<file path="src/rtl/median_filter_pw.sv">
// Streaming rank filter: sliding window, odd-even transposition sort,
// per-sample median/min/max select with warm-up suppression.
module median_filter_pw #(
    parameter int DW  = 8,
    parameter int WIN = 9
) (
    input  logic          clk,
    input  logic          rst_n,
    input  logic [DW-1:0] dat_i,
    input  logic          val_i,
    input  logic          sof_i,
    input  logic [1:0]    mode_i,
    output logic [DW-1:0] dat_o,
    output logic          val_o
);

    localparam int FW  = $clog2(WIN + 1);
    localparam int MID = (WIN - 1) / 2;

    typedef logic [WIN-1:0][DW-1:0] vec_t;

    typedef enum logic [1:0] {
        MD_MED = 2'd0,
        MD_MIN = 2'd1,
        MD_MAX = 2'd2,
        MD_RSV = 2'd3
    } mode_e;

    // One transposition stage: odd=0 pairs (0,1),(2,3)..; odd=1 pairs (1,2)..
    function automatic vec_t cx(input vec_t v, input logic odd);
        vec_t r;
        r = v;
        for (int k = 0; k < WIN - 1; k++) begin
            if ((k[0] == odd) && (v[k] > v[k+1])) begin
                r[k]   = v[k+1];
                r[k+1] = v[k];
            end
        end
        return r;
    endfunction

    vec_t          win_q, win_d;
    logic [FW-1:0] fill_q, fill_d;
    mode_e         md0_q, md0_d;
    logic          tag0_q, tag0_d;

    vec_t          sv_q [WIN];
    vec_t          sv_d [WIN];
    mode_e         sm_q [WIN];
    logic          st_q [WIN];

    logic [DW-1:0] sel;
    logic [DW-1:0] dat_q, dat_d;
    logic          val_q, val_d;

    // Window shift, fill tracking and snapshot tag for the accepted sample
    always_comb begin
        win_d  = win_q;
        fill_d = fill_q;
        md0_d  = md0_q;
        tag0_d = 1'b0;
        if (val_i) begin
            md0_d = mode_e'(mode_i);
            if (sof_i) begin
                win_d    = '0;
                win_d[0] = dat_i;
                fill_d   = FW'(1);
            end else begin
                for (int i = WIN - 1; i > 0; i--) begin
                    win_d[i] = win_q[i-1];
                end
                win_d[0] = dat_i;
                if (fill_q != FW'(WIN)) begin
                    fill_d = fill_q + 1'b1;
                end
            end
            tag0_d = (fill_d == FW'(WIN));
        end
    end

    // Window register doubles as the snapshot launched into the sorter
    always_ff @(posedge clk or negedge rst_n) begin
        if (!rst_n) begin
            win_q  <= '0;
            fill_q <= '0;
            md0_q  <= MD_MED;
            tag0_q <= 1'b0;
        end else begin
            win_q  <= win_d;
            fill_q <= fill_d;
            md0_q  <= md0_d;
            tag0_q <= tag0_d;
        end
    end

    // Compare-exchange for every sort stage
    always_comb begin
        sv_d[0] = cx(win_q, 1'b0);
        for (int s = 1; s < WIN; s++) begin
            sv_d[s] = cx(sv_q[s-1], s[0]);
        end
    end

    // Sort pipeline registers with mode and tag travelling alongside
    always_ff @(posedge clk or negedge rst_n) begin
        if (!rst_n) begin
            for (int s = 0; s < WIN; s++) begin
                sv_q[s] <= '0;
                sm_q[s] <= MD_MED;
                st_q[s] <= 1'b0;
            end
        end else begin
            for (int s = 0; s < WIN; s++) begin
                sv_q[s] <= sv_d[s];
            end
            sm_q[0] <= md0_q;
            st_q[0] <= tag0_q;
            for (int s = 1; s < WIN; s++) begin
                sm_q[s] <= sm_q[s-1];
                st_q[s] <= st_q[s-1];
            end
        end
    end

    // Rank select on the ascending vector; dat holds across bubbles
    always_comb begin
        unique case (sm_q[WIN-1])
            MD_MIN:  sel = sv_q[WIN-1][0];
            MD_MAX:  sel = sv_q[WIN-1][WIN-1];
            default: sel = sv_q[WIN-1][MID];
        endcase
        dat_d = dat_q;
        if (st_q[WIN-1]) begin
            dat_d = sel;
        end
        val_d = st_q[WIN-1];
    end

    // Output register
    always_ff @(posedge clk or negedge rst_n) begin
        if (!rst_n) begin
            dat_q <= '0;
            val_q <= 1'b0;
        end else begin
            dat_q <= dat_d;
            val_q <= val_d;
        end
    end

    assign dat_o = dat_q;
    assign val_o = val_q;

endmodule

</file>
<file path="config.mk">
export PLATFORM = sky130hd
export DESIGN_NAME = median_filter_pw
export DESIGN_NICKNAME = d
export VERILOG_FILES = /design/src/rtl/median_filter_pw.sv
export SDC_FILE = /design/constraint.sdc
export NUM_CORES = 1
export LEC_CHECK = 0
export BUFFER_PORTS_ARGS = -buffer_cell sky130_fd_sc_hd__buf_2
export CAP_MARGIN = 20
export CELL_PAD_IN_SITES_DETAIL_PLACEMENT = 1
export CELL_PAD_IN_SITES_GLOBAL_PLACEMENT = 2
export CORE_MARGIN = 1
export CORE_UTILIZATION = 44
export CTS_CLUSTER_DIAMETER = 150
export CTS_CLUSTER_SIZE = 10
export DETAILED_ROUTE_END_ITERATION = 16
export MAX_ROUTING_LAYER = met4
export PLACE_DENSITY = 0.81
export SETUP_SLACK_MARGIN = 0.5
export SYNTH_ARGS = -nofsm -noshare
export SYNTH_HDL_FRONTEND = slang
export SYNTH_SLANG_ARGS = --single-unit
export TNS_END_PERCENT = 50
</file>
<file path="constraint.sdc">
create_clock -name clk -period 2.5 [get_ports clk]
set_input_delay 0.5 -clock clk [delete_from_list [all_inputs] [get_ports clk]]
set_output_delay 0.5 -clock clk [all_outputs]
set_load 0.02 [all_outputs]
</file>
==> flow_summary.toml, run 1 <==
[floorplanning]
fp-row-count = 101
fp.dieW_um = 281
die_h_um = 281
fp.coreArea_um2 = 76500
start_util = 0.448
pin_count = 23
dieArea_um2 = 78900

[cts]
cts_num_sinks = 683
cts_buffers = 78
cts.path.max_buffers = 3
path_clk_slew_ns = 0.05
cts_tree = "yes"
insertion_delay_ns = 0.63
cts-root-buf = "clkbuf_16"
h-tree-depth = 3

[global_routing]
antenna_found_initial = 0
grt_max_degree = 86
grt_pass1_vias = 27900
gr-usage-all-layers = 0.238
overflow = 0
grt_pass1_wl_um = 148000

[sta]
fin_crit_sh = 0.832
setup_viol = 0
rsz0062_at_grt = "yes"
fin_skew_ns = 0.0241
slew_violations = 0
fin_setup_tns_ns = 0
worst_slew_pin_slew_ns = 0.526
final_hold_viol_count = 0
clock.fmax_ghz = 0.481
fin_crit_ns = 2.08
whs_ns = 0.107
max_slew_margin = 0.650

[logic_synthesis]
yosysTopAreaCell = "dfrtp_1"
synth-edff-count = 0
yosysWarnings = 0
syn_nets = 3361
synth.most_common_cell = "dfrtp_1"
synth_top_area_share = 0.499
async_flop_share = 1.00
ys_top_cells_by_count = "683 x dfrtp_1, 370 x o22ai_1, 319 x inv_1, 293 x a21oi_1, 276 x ha_1"
ys_ff_latch = 683
synth-seq-area-share = 0.499
avgSynthCellArea_um2 = 11.1
synth_cell_type_count = 50
synthesis.area_um2 = 34200
synth.area.top_cells = "dfrtp_1 50%, ha_1 10%, mux2_2 8.8%, o22ai_1 6.8%, a21oi_1 4.3%"
syn_inst = 3071
synth_flop_cell = "dfrtp_1"

[layout]
seqCellArea_um2 = 17200
antenna_cells = 0
area.growth.synth_to_final_pct = 23.2
drive_gt1_frac = 0.342
fin_nets = 3642
multi_input_area_um2 = 17800
fillCellCount = 7796

[route]
vias = 25700
drt_iter0_markers = 1281
routedWlPerCell_um = 21.3
wl_um = 93300
final_antenna_net_count = 0
first_pass_iters = 5
drc = 0
viasPerCell = 5.86

[place]
numPortBuffers = 22
hpwl_um = 60600
routabilityCongestion = 0.868

[worst_setup_path]
critical_path.cell_chain = "ha_1 > nand2_1 > nor2_4 > a21boi_2 > o21ai_2 > buf_6 > mux2_4"
endpoint_kind = "flip-flop"
critPathLaunchType = "flip-flop"
required_ns = 2.99
critPathSlowestCell = "dfrtp_1"
worstSetupPathType = "flip-flop to flip-flop"
critPathMaxStageDelay_ns = 0.45
cp_max_fo = 7
arrival_ns = 2.57

[run_status]
status = "complete, no violations"

[min_path]
hold_path.class = "input port to flip-flop"

[run]
drv_cap = 0
## registers in the layout (all words and copies together) (netlist names)
register	cells
dat_o	8
fill_q	4
md0_q	2
sm_q	18
st_q	8
sv_d	72
sv_q	504
tag0_q	1
val_d	1
val_o	1
win_q	64
## logic make-up (layout without fill, tap and decap cells)
kind of cell,after synthesis,count (layout),share of synthesized area
flops,683,683,0.499
compound gates,1031,1043,0.193
simple gates,362,364,0.0608
buf+inv,439,712,0.0537
mux,278,278,0.0914
xor+xnor,2,2,0.000512
fa+ha+maj,276,276,0.101
## cells in the final DEF, fill, tap and decap left out, types with 14 or more instances in the layout
master,Yosys,final
dfrtp_1,683,593
o22ai_1,370,345
inv_1,319,294
a21oi_1,293,240
ha_1,276,225
buf_4,18,210
mux2_4,0,179
o21ai_0,143,110
mux2_2,268,99
nand2_1,101,98
dfrtp_2,0,90
clkbuf_16,0,78
nand3b_1,71,71
o22ai_2,36,56
buf_6,10,53
a21oi_2,0,51
nor2_1,61,48
ha_4,0,47
nand4_1,40,40
o21ai_2,30,36
o211ai_1,28,28
inv_2,0,25
o221a_2,28,24
o21ai_1,4,23
buf_2,39,23
a211oi_1,29,21
buf_12,0,19
and4_1,22,16
a21boi_2,0,14
## layer usage
layer,vias up,GRT usage,routed length [um]
met3,180,0.0273,2250
met4,0,0.0649,2410
met1,13200,0.277,38700
li1,11900,-,-
met2,382,0.430,49900
met5,-,-,0
## per-stage QoR
step	area [um2]	setup slack [ns]	std cells	utilization
after global placement	35900	0.326	4098	0.470
after global routing	42200	0.335	4388	0.552
after CTS	40100	0.442	4325	0.524
after floorplan	34300	0.490	3071	-
after detailed placement	35900	0.203	4098	0.470
final	42200	0.420	4388	0.552
## timing repair
| item | CTS | global route |
|---|---|---|
| hold buffers | 1 | 0 |
| setup buffers | 121 | 57 |
| endpoints found under the hold margin | 30 | 0 |
| pin swaps | 87 | 100 |
| gates cloned | 19 | 6 |
| resized for setup | 255 | 405 |
| endpoints found under the setup margin | 465 | 482 |
## worst paths after layout
kind	from	end	slack, ns	cells past startpoint
setup / recovery	sv_q[527]	sv_q[448]	0.42	7
hold / removal	dat_i[0]	win_q[0]	0.11	3
min in group asynchronous	rst_n	sv_q[74]	0.43	2
setup reg to reg	sv_q[527]	sv_q[448]	0.42	7
max in group asynchronous	rst_n	win_q[49]	1.18	3
hold reg to reg	sv_d[367]	sv_q[367]	0.34	0
## critical path, delay by kind of cell (launching register included)
kind / cells / cell delay, ns
multiplexers: 1 / 0.33
flip-flops: 1 / 0.45
AND/OR/NAND/NOR: 2 / 0.23
AO/OA/AOI/OAI: 2 / 0.39
buffers and inverters: 1 / 0.20
adder cells (fa/ha/maj): 1 / 0.35
## layout make-up
class / instances / area share
clock buffers: 78 / 0.0463
clock inverters: 8 / 0.00246
inverters: 319 / 0.0284
multi-input cells: 1963 / 0.421
flip-flops and latches: 683 / 0.408
well taps: 1030 / 0.0305
repair buffers: 307 / 0.0638
Power of run 1 is left out: the tool's default activity adds up to more than one toggle a clock period on the data nets, which glitch-free logic cannot reach.
==> run 2: changes to the inputs <==
- clock period: 2.5 -> 2 ns (I/O delays scaled with it)
==> flow_summary.toml, run 2 (synthesized netlist as in run 1, its figures left out) <==
[floorplanning]
dieArea_um2 = 78900
fp.coreArea_um2 = 76500
pin_count = 23
die_h_um = 281
start_util = 0.448
fp-row-count = 101
fp.dieW_um = 281

[run_status]
status = "complete, but fails checks"
violations = "negative setup slack"

[layout]
final_cell_area_um2 = 46300
mostFrequentLayoutCells = "645 x dfrtp_1, 491 x buf_4, 285 x o22ai_1"
top_register = "sv_q"
final_common_cell = "dfrtp_1"
antenna_cells = 0
largest_reg_flops = 504
fillCellCount = 7606
fin_nets = 3957
stdcell_count = 4704
drive_gt1_frac = 0.421
area.growth.synth_to_final_pct = 35.3

[global_routing]
grt_pass1_vias = 30000
gr-usage-all-layers = 0.258
grt_max_degree = 82
antenna_found_initial = 0
grt_pass1_wl_um = 159000
overflow = 0

[cts]
cts.path.max_buffers = 3
insertion_delay_ns = 0.63
path_clk_slew_ns = 0.06
cts_num_sinks = 683
cts_tree = "yes"
cts-root-buf = "clkbuf_16"
h-tree-depth = 3
cts_buffers = 78

[route]
drt_iter0_markers = 1608
wl_um = 104000
final_antenna_net_count = 0
first_pass_iters = 5
drc = 0
vias = 27300
viasPerCell = 5.80
routedWlPerCell_um = 22.1

[worst_setup_path]
cp_max_fo = 7
arrival_ns = 2.61
rrSetupSlack_ns = -0.11
rr_worst_depth = 9
endpoint_kind = "flip-flop"
worstSetupPathType = "flip-flop to flip-flop"
critPathLaunchType = "flip-flop"
worstReg2RegStart = "sv_q[417]"
r2r_end = "sv_q[348]"
required_ns = 2.50

[sta]
fin_crit_sh = 1.05
fin_ws_ns = -0.107
fin_crit_ns = 2.11
clock.fmax_ghz = 0.475
worst_slew_pin_slew_ns = 0.570
final_hold_viol_count = 0
max_slew_margin = 0.620
rsz0062_at_grt = "yes"
setup_viol = 148
slew_violations = 0
fin_skew_ns = 0.0318

[min_path]
min_path_cells = 2
hold_end = "md0_q[0]"
min_from = "mode_i[0]"
hold_path.class = "input port to flip-flop"

[place]
hpwl_um = 65400
postPlaceCellArea_um2 = 38800
routabilityCongestion = 0.823
numPortBuffers = 22
placed_cells = 4370

[run]
drv_cap = 0
run 2: changes by cell type in the layout (fill, tap and decap cells not counted), moves of 19 or more:
cell	delta
mux2_4	+26
o22ai_2	+54
buf_12	+19
inv_1	-27
dfrtp_2	-52
o22ai_1	-60
ha_1	-35
inv_2	+26
buf_4	+281
dfrtp_1	+52
mux2_2	-36
ha_4	+36
run 2: how the worst max path moves through the flow:
stage	startpoint	depth (start not counted)	slack [ns]	endpoint
after global placement	sv_q[377]	6	-0.30	sv_q[308]
final	sv_q[417]	9	-0.11	sv_q[348]
after detailed placement	sv_q[297]	6	-0.43	sv_q[228]
after CTS	sv_q[329]	7	-0.06	sv_q[264]
after floorplan	sv_q[329]	7	-0.01	sv_q[261]
after global routing	sv_q[497]	9	-0.20	sv_d[358]
run 2: critical path: stages, from the launching register on:
cell,delay (ns)
dfrtp_1,0.41
inv_2,0.08
ha_4,0.20
nor2b_4,0.12
o211ai_1,0.27
a21boi_2,0.13
o21ai_2,0.18
buf_4,0.15
buf_12,0.12
mux2_4,0.31
run 2: cell type report:
class                      instances  area, um2  area share
multi-input combinational       1959      19000       0.410
sequential                       683      17100       0.370
clock buffer                      83       2060      0.0444
inverter                         319       1200      0.0259
clock inverter                     4       42.5    0.000919
timing repair buffer             626       5600       0.121
tap                             1030       1290      0.0278
run 2: what timing repair did:
action                                  in CTS  in global routing
pin swaps                                  247                121
gates resized for setup                    417                288
hold buffers                                10                  0
endpoints found under the hold margin       99                  0
gates cloned                                23                  5
endpoints found under the setup margin     515                517
buffers inserted                           145                 64
run 2: metrics by stage:
step | utilization | setup TNS, ns | hold WS [ns] | worst slack (ns)
2_1_floorplan | - | -0.357 | 0.104 | -0.0100
3_3_place_gp | 0.508 | -8.39 | 0.293 | -0.305
3_5_place_dp | 0.508 | -21.78 | 0.298 | -0.430
4_1_cts | 0.582 | -2.75 | 0.00966 | -0.0625
5_1_grt | 0.606 | -21.91 | 0.0281 | -0.203
6_report | 0.606 | -7.21 | 0.0446 | -0.107
run 2: metal layers:
metal,track usage,share of wire
met3,0.0297,0.024
met5,-,0
met1,0.291,0.40
met2,0.475,0.55
met4,0.0772,0.032
Power of run 2 is left out for the same reason.
==> run 3: changes to the inputs <==
- REMOVE_ABC_BUFFERS: default -> 1
- clock period: 2 -> 2.1 ns (I/O delays scaled with it)
==> flow_summary.toml, run 3 (synthesized netlist as in run 1, its figures left out) <==
[worst_setup_path]
rr_worst_depth = 8
cp_max_fo = 7
endpoint_kind = "flip-flop"
rrSetupSlack_ns = -0.05
worstSetupPathType = "flip-flop to flip-flop"
required_ns = 2.61
r2r_end = "sv_q[314]"
cp-endpoint = "sv_q[314]"
critPathLaunch = "sv_q[385]"
worstReg2RegStart = "sv_q[385]"
critPathLaunchType = "flip-flop"
arrival_ns = 2.66

[run]
drv_cap = 0

[sta]
fin_crit_sh = 1.03
slew_violations = 0
clock.fmax_ghz = 0.464
fin_skew_ns = 0.0156
setup_viol = 34
fin_ws_ns = -0.0530
max_slew_margin = 0.586
fin_crit_ns = 2.15
rsz0062_at_grt = "yes"
final_hold_viol_count = 0
worst_slew_pin_slew_ns = 0.622

[route]
drt_iter0_markers = 1505
vias = 26800
final_antenna_net_count = 0
viasPerCell = 5.90
wl_um = 101000
drc = 0
routedWlPerCell_um = 22.3
first_pass_iters = 5

[floorplanning]
fp.dieW_um = 281
start_util = 0.448
fp-row-count = 101
die_h_um = 281
fp.coreArea_um2 = 76500
dieArea_um2 = 78900
pin_count = 23

[layout]
area.growth.synth_to_final_pct = 31.5
final_common_cell = "dfrtp_1"
antenna_cells = 0
mostFrequentLayoutCells = "616 x dfrtp_1, 334 x buf_4, 276 x o22ai_1"
top_register = "sv_q"
fillCellCount = 7673
drive_gt1_frac = 0.404
largest_reg_flops = 504
fin_nets = 3791

[place]
routabilityCongestion = 0.884
numPortBuffers = 22
hpwl_um = 62400
place_ws_ns = -0.118

[cts]
cts-root-buf = "clkbuf_16"
cts.path.max_buffers = 3
cts_tree = "yes"
cts_buffers = 78
insertion_delay_ns = 0.63
h-tree-depth = 3
cts_num_sinks = 683
path_clk_slew_ns = 0.06

[global_routing]
grt_max_degree = 70
antenna_found_initial = 0
grt_pass1_vias = 29300
gr-usage-all-layers = 0.253
overflow = 0
grt_pass1_wl_um = 156000

[min_path]
min_from = "dat_i[4]"
hold_path.class = "input port to flip-flop"

[run_status]
violations = "negative setup slack"
status = "complete, but fails checks"
-- run 3: cell types whose count changed in the layout (fill, tap and decap cells not counted), sizes merged --
| cell | change |
|---|---|
| buf | -166 |
| inv | +2 |
| clkbuf | -3 |
| o211ai | +2 |
| dlygate4sd3 | -4 |
| clkinv | +2 |
-- run 3: repair_timing --
| item | CTS | global route |
|---|---|---|
| gates resized for setup | 415 | 450 |
| gates cloned | 23 | 11 |
| hold buffers | 6 | 0 |
| buffers inserted | 139 | 55 |
| pin swaps | 170 | 138 |
| setup endpoints to repair | 504 | 514 |
| endpoints found under the hold margin | 28 | 0 |
-- run 3: final cells by class --
| class | instances | area [um2] | area share |
|---|---|---|---|
| repair buffers | 458 | 4290 | 0.0953 |
| well taps | 1030 | 1290 | 0.0286 |
| clock inverters | 8 | 104 | 0.00231 |
| clock buffers | 78 | 1950 | 0.0434 |
| multi-input cells | 1961 | 19000 | 0.422 |
| flip-flops and latches | 683 | 17200 | 0.382 |
| inverters | 319 | 1200 | 0.0266 |
-- run 3: how the worst min path moves through the flow --
stage                          end  slack [ns]  cells after the start
after floorplan           dat_o[0]        0.12                      0
after global placement     st_q[1]        0.33                      0
after detailed placement   sm_q[4]        0.34                      0
after CTS                 win_q[4]       0.004                      2
after global routing      md0_q[0]        0.03                      2
final                     win_q[4]        0.04                      2
-- run 3: worst max-delay path, stage by stage (launching register included) --
cell	delay (ns)
dfrtp_1	0.40
inv_2	0.07
ha_4	0.19
nor2b_1	0.14
o211ai_1	0.38
a21boi_4	0.12
o21ai_4	0.23
clkbuf_16	0.20
mux2_4	0.30
-- run 3: metal layers --
| metal | vias up | GRT usage | share of wire |
|---|---|---|---|
| met4 | 0 | 0.0891 | 0.035 |
| met1 | 13800 | 0.292 | 0.40 |
| met5 | - | - | 0 |
| met2 | 501 | 0.454 | 0.54 |
| met3 | 258 | 0.0276 | 0.024 |
| li1 | 12200 | - | - |
-- run 3: metrics by stage --
step | instance area [um2] | std cells | setup TNS, ns | hold slack (ns) | utilization
floorplan | 33600 | 2951 | -3.95 | 0.124 | -
global placement | 37000 | 4217 | -0.0169 | 0.333 | 0.484
detailed placement | 37000 | 4217 | -1.76 | 0.336 | 0.484
CTS | 42400 | 4471 | 0 | 0.00374 | 0.555
global route | 45000 | 4537 | -8.30 | 0.0307 | 0.589
finish | 45000 | 4537 | -0.627 | 0.0376 | 0.589
Power of run 3 is left out for the same reason.
